$ cat src/rtl/mem_port_arbiter.sv
// Two-requester arbiter for the shared external memory port.
// I-cache refills and D-cache refills/write-backs each move one block as a
// command phase followed by BLOCK_WORDS data beats. A one-cycle done pulse
// goes back to the requester that owned the transfer.
module mem_port_arbiter #(
    parameter int ADDR_W      = 64,
    parameter int DATA_W      = 32,
    parameter int BLOCK_WORDS = 16
) (
    input  logic                           i_clk,
    input  logic                           i_arst,
    input  logic                           i_icache_req,
    input  logic [ADDR_W-1:0]              i_icache_addr,
    output logic                           o_icache_rvalid,
    output logic                           o_icache_done,
    input  logic                           i_dcache_req,
    input  logic                           i_dcache_we,
    input  logic [ADDR_W-1:0]              i_dcache_addr,
    input  logic [DATA_W-1:0]              i_dcache_wdata,
    output logic                           o_dcache_rvalid,
    output logic                           o_dcache_done,
    output logic [DATA_W-1:0]              o_rdata,
    output logic [$clog2(BLOCK_WORDS)-1:0] o_beat_idx,
    output logic                           o_mem_cmd_valid,
    input  logic                           i_mem_cmd_ready,
    output logic                           o_mem_we,
    output logic [ADDR_W-1:0]              o_mem_addr,
    input  logic                           i_mem_rvalid,
    input  logic [DATA_W-1:0]              i_mem_rdata,
    output logic                           o_mem_wvalid,
    output logic [DATA_W-1:0]              o_mem_wdata,
    input  logic                           i_mem_wready
);

    localparam int IDX_W = $clog2(BLOCK_WORDS);
    localparam int OFF_W = $clog2(BLOCK_WORDS * DATA_W / 8);
    localparam logic [ADDR_W-1:0] ALIGN_MASK = {ADDR_W{1'b1}} << OFF_W;
    localparam logic [IDX_W-1:0]  LAST_IDX   = IDX_W'(BLOCK_WORDS - 1);

    typedef enum logic [2:0] {
        IDLE,
        CMD,
        READ,
        WRITE,
        RESP
    } state_t;

    state_t              state_q;
    state_t              state_d;

    // Transfer context: owner_q / last_q are 1 for the D-cache, 0 for the I-cache.
    logic                owner_q;
    logic                last_q;
    logic                we_q;
    logic [ADDR_W-1:0]   addr_q;
    logic [IDX_W-1:0]    cnt_q;

    logic                grant_valid;
    logic                grant_d;
    logic                beat_ok;

    // State register; an asynchronous reset abandons any transfer in flight.
    always_ff @(posedge i_clk or posedge i_arst) begin
        if (i_arst) begin
            state_q <= IDLE;
        end else begin
            state_q <= state_d;
        end
    end

    // Next-state decode, arbitration and all port outputs.
    always_comb begin
        state_d         = state_q;
        grant_valid     = 1'b0;
        grant_d         = 1'b0;
        beat_ok         = 1'b0;
        o_icache_rvalid = 1'b0;
        o_icache_done   = 1'b0;
        o_dcache_rvalid = 1'b0;
        o_dcache_done   = 1'b0;
        o_rdata         = '0;
        o_beat_idx      = '0;
        o_mem_cmd_valid = 1'b0;
        o_mem_we        = 1'b0;
        o_mem_wvalid    = 1'b0;
        o_mem_wdata     = '0;
        case (state_q)
            IDLE: begin
                if (i_icache_req || i_dcache_req) begin
                    grant_valid = 1'b1;
                    // D wins a tie unless it also won the previous grant.
                    grant_d     = i_dcache_req && (!i_icache_req || !last_q);
                    state_d     = CMD;
                end
            end
            CMD: begin
                o_mem_cmd_valid = 1'b1;
                o_mem_we        = we_q;
                if (i_mem_cmd_ready) begin
                    state_d = we_q ? WRITE : READ;
                end
            end
            READ: begin
                o_rdata         = i_mem_rdata;
                o_beat_idx      = cnt_q;
                o_icache_rvalid = !owner_q && i_mem_rvalid;
                o_dcache_rvalid = owner_q && i_mem_rvalid;
                beat_ok         = i_mem_rvalid;
                if (i_mem_rvalid && cnt_q == LAST_IDX) begin
                    state_d = RESP;
                end
            end
            WRITE: begin
                o_mem_wvalid = 1'b1;
                o_mem_wdata  = i_dcache_wdata;
                o_beat_idx   = cnt_q;
                beat_ok      = i_mem_wready;
                if (i_mem_wready && cnt_q == LAST_IDX) begin
                    state_d = RESP;
                end
            end
            RESP: begin
                o_icache_done = !owner_q;
                o_dcache_done = owner_q;
                state_d       = IDLE;
            end
            default: begin
                state_d = IDLE;
            end
        endcase
    end

    // Latch the winner's context on a grant and count data beats.
    always_ff @(posedge i_clk or posedge i_arst) begin
        if (i_arst) begin
            owner_q <= 1'b0;
            last_q  <= 1'b0;
            we_q    <= 1'b0;
            addr_q  <= '0;
            cnt_q   <= '0;
        end else begin
            if (grant_valid) begin
                owner_q <= grant_d;
                last_q  <= grant_d;
                we_q    <= grant_d && i_dcache_we;
                addr_q  <= (grant_d ? i_dcache_addr : i_icache_addr) & ALIGN_MASK;
            end
            if (state_q == CMD && i_mem_cmd_ready) begin
                cnt_q <= '0;
            end else if (beat_ok) begin
                cnt_q <= cnt_q + 1'b1;
            end
        end
    end

    assign o_mem_addr = addr_q;

endmodule

$ cat config.mk
export PLATFORM = sky130hd
export DESIGN_NAME = mem_port_arbiter
export DESIGN_NICKNAME = d
export VERILOG_FILES = /design/src/rtl/mem_port_arbiter.sv
export SDC_FILE = /design/constraint.sdc
export NUM_CORES = 1
export LEC_CHECK = 0
export CAP_MARGIN = 25
export CORE_AREA = 2 2 133 135
export DETAILED_ROUTE_END_ITERATION = 10
export DIE_AREA = 0 0 135 137
export MAX_ROUTING_LAYER = met4
export PLACE_DENSITY = 0.68
export SLEW_MARGIN = 15
export SYNTH_ARGS = -nofsm -noshare
export SYNTH_HDL_FRONTEND = slang
export SYNTH_SLANG_ARGS = --single-unit
$ cat constraint.sdc
create_clock -name i_clk -period 1.88 [get_ports i_clk]
set_input_delay 0.282 -clock i_clk [delete_from_list [all_inputs] [get_ports i_clk]]
set_output_delay 0.282 -clock i_clk [all_outputs]
set_load 0.01 [all_outputs]
==> results.cfg <==
[critical_path]
rr_worst_depth = 9
crit_top_cell = buf_6
r2r_start = state_q[2]$_DFFE_PP0P_
worstPathCellList = buf_6 -> nor3b_4 -> buf_6 -> and3_4 -> buf_6
start_kind = register
reg2reg_to = o_mem_addr[54]$_DFFE_PP0P_
cp.arrival_ns = 1.59
worstSetupEndpoint = o_icache_rvalid
cpPeakStageDelay_ns = 0.40
startpoint = state_q[2]$_DFFE_PP0P_
r2r_setup_slack_ns = 0.09
cpMaxStageDelayCell = dfrtp_1
cp.required_ns = 1.60
crit_path_end_kind = primary output
cp_max_fo = 18
crit_type = register to primary output

[routing]
wire_per_inst_um = 16.2
drt-initial-drc-count = 98
dr.pass1.iters = 4
drc = 0
vias = 4116
drtAntennaViolNets = 0
wirelength_mm = 15.6
via_per_inst = 4.29

[logic_synthesis]
synth_ff_type = dfrtp_1
synthTopCellsByArea = dfrtp_1, mux2i_1, a21oi_1
synth_edf_count = 0
synth-seq-area-share = 0.449
synth_top_family_by_area = simple AND/OR/NAND/NOR gates
yosysTopAreaCell = dfrtp_1
synthSimpleGateAreaFrac = 0.215
syn_inst = 396
synth-compound-area-share = 0.0985
synth_fa_ha_area_frac = 0.00335
synth_cell_types = 30
synthTopCellsByCount = dfrtp_1, nor2_1, a21oi_1
yosysMostFrequentCell = dfrtp_1
netlist_area_mm2 = 0.00373
avgSynthCellArea_um2 = 9.43
yosysWarnings = 0
muxShareOfSynthArea = 0.158
synth_top_area_frac = 0.449
synth_xor_area_frac = 0.00704
ys_ff_latch = 67
async_flop_share = 1.00

[clock_tree]
h-tree-depth = 3
path_clk_slew_ns = 0.06
numCtsBuffers = 9
postCtsHoldBufs = 0
cts_tree = built
clk_latency_ns = 0.33
cts-root-buf = clkbuf_16
clock-sinks = 67
clk_path_buf_depth = 2

[floorplanning]
core_mm2 = 0.0171
ios = 339
die_h_um = 137
start_util = 0.219
die-area_mm2 = 0.0185
num_rows = 48
die_w_um = 135

[timing]
worst_slack_ns = 0.00315
hold_viol_final = 0
max_freq_ghz = 0.533
setup_tns_ns = 0
setup_violations = 0
fin_skew_ns = 0.00845
rsz0062_at_grt = true
finalCritPeriodShare = 0.998
drv_slew = 0
fin_crit_ns = 1.88

[power]
peakVddDrop_mv = 0.566
power_switching_uw = 3900
finalPower_uw = 10500
power.density_mw_per_mm2 = 1390
intPower_uw = 6550
p_seq_frac = 0.245
p_leak_uw = 0.00368
power.share.clock = 0.165
combinationalPowerShare = 0.590
swShare = 0.373

[finish]
regArea_mm2 = 0.00168
final_cell_count_no_fill = 959
area_delta_synth_final_pct = 102
fill_cells = 1676
num_antenna_cells = 0
nets = 930
multi_input_area_mm2 = 0.00191
drive_gt1_frac = 0.195

[grt]
grt_pass1_wl_mm = 22.9
grt_max_degree = 68
grtUsageTotal = 0.168
grt_overflow = 0
grt_pass1_vias = 4150
antenna_found_initial = 0

[placement]
placed_cells = 935
gp_congestion = 0.881
post-place-ws_ns = -0.0243
dp_hpwl_mm = 11.8
io_buffers = 320

[status]
status = finished clean

[hold_path]
hold_path_class = primary input to asynchronous set/reset pin

[job]
cap_viol_max_count = 0
==> sequential cells by signal, indices dropped and copies added, names as in the netlist <==
signal      cells
cnt_q           4
last_q          1
o_mem_addr     58
state_q         3
we_q            1
==> cell usage in the layout (no fill, tap or decap), drive strengths merged, types with 3 or more instances in the layout <==
cell | Yosys | final
inv | 4 | 4
and2 | 38 | 38
xnor2 | 3 | 3
and3 | 36 | 36
a21oi | 60 | 60
clkdlybuf4s50 | 0 | 245
nor2 | 64 | 64
clkinv | 0 | 3
buf | 25 | 105
nor3 | 3 | 3
clkbuf | 13 | 13
conb | 1 | 6
dfrtp | 67 | 67
mux2i | 59 | 59
clkinvlp | 0 | 3
==> kinds of logic (layout without fill, tap and decap cells) <==
kind of cell,after synthesis,after routing
AO/OA/AOI/OAI,69,69
XOR/XNOR,3,3
adder cells (fa/ha/maj),1,1
buffers and inverters,42,375
flip-flops,67,67
multiplexers,59,59
other,1,6
AND/OR/NAND/NOR,154,154
==> critical path: cells and delay by family (launching register included) <==
kind | cells | cell delay, ns
simple gates | 2 | 0.44
buf+inv | 3 | 0.43
flops | 1 | 0.40
==> layer usage <==
layer / wire length (um) / GRT usage
met4: 391 / 0.0503
met5: 0 / -
met1: 5920 / 0.181
met3: 1410 / 0.0481
met2: 7840 / 0.299
==> power by group through the flow <==
stage | combinational (uW) | sequential [uW] | clock (uW)
global placement | 6070 | 2540 | 0
CTS | 6200 | 2560 | 1800
floorplan | 2430 | 2840 | 0
global route | 6680 | 2650 | 1850
finish | 6170 | 2560 | 1720
detailed placement | 6100 | 2570 | 0
==> what timing repair did <==
| action | CTS | global route |
|---|---|---|
| cloned | 3 | 0 |
| endpoints found under the setup margin | 75 | 54 |
| resized for setup | 292 | 49 |
| pin swaps | 1 | 4 |
| buffers inserted | 6 | 1 |
==> layout make-up <==
type / count / share of cell area
repair buffers: 355 / 0.444
multi-input cells: 292 / 0.254
flip-flops and latches: 67 / 0.222
well taps: 225 / 0.0373
clock buffers: 9 / 0.0299
clock inverters: 7 / 0.0101
inverters: 4 / 0.00249
==> worst min path at each step <==
stage                                 endpoint  slack, ns  cells past startpoint
floorplan                     we_q$_DFFE_PP0P_       0.41                      2
detailed placement  o_mem_addr[52]$_DFFE_PP0P_       0.52                      2
CTS                 o_mem_addr[38]$_DFFE_PP0P_       0.41                      3
global placement    o_mem_addr[44]$_DFFE_PP0P_       0.50                      2
global route        o_mem_addr[45]$_DFFE_PP0P_       0.44                      3
finish              o_mem_addr[38]$_DFFE_PP0P_       0.39                      3
==> per-stage QoR <==
| step | utilization | instance area (um2) | hold WS, ns |
|---|---|---|---|
| global route | 0.442 | 7540 | 0.440 |
| detailed placement | 0.430 | 7340 | 0.515 |
| floorplan | - | 3760 | 0.410 |
| CTS | 0.438 | 7480 | 0.406 |
| finish | 0.442 | 7540 | 0.392 |
| global placement | 0.430 | 7340 | 0.505 |
Note: power is estimated with default switching activity, not from simulation.
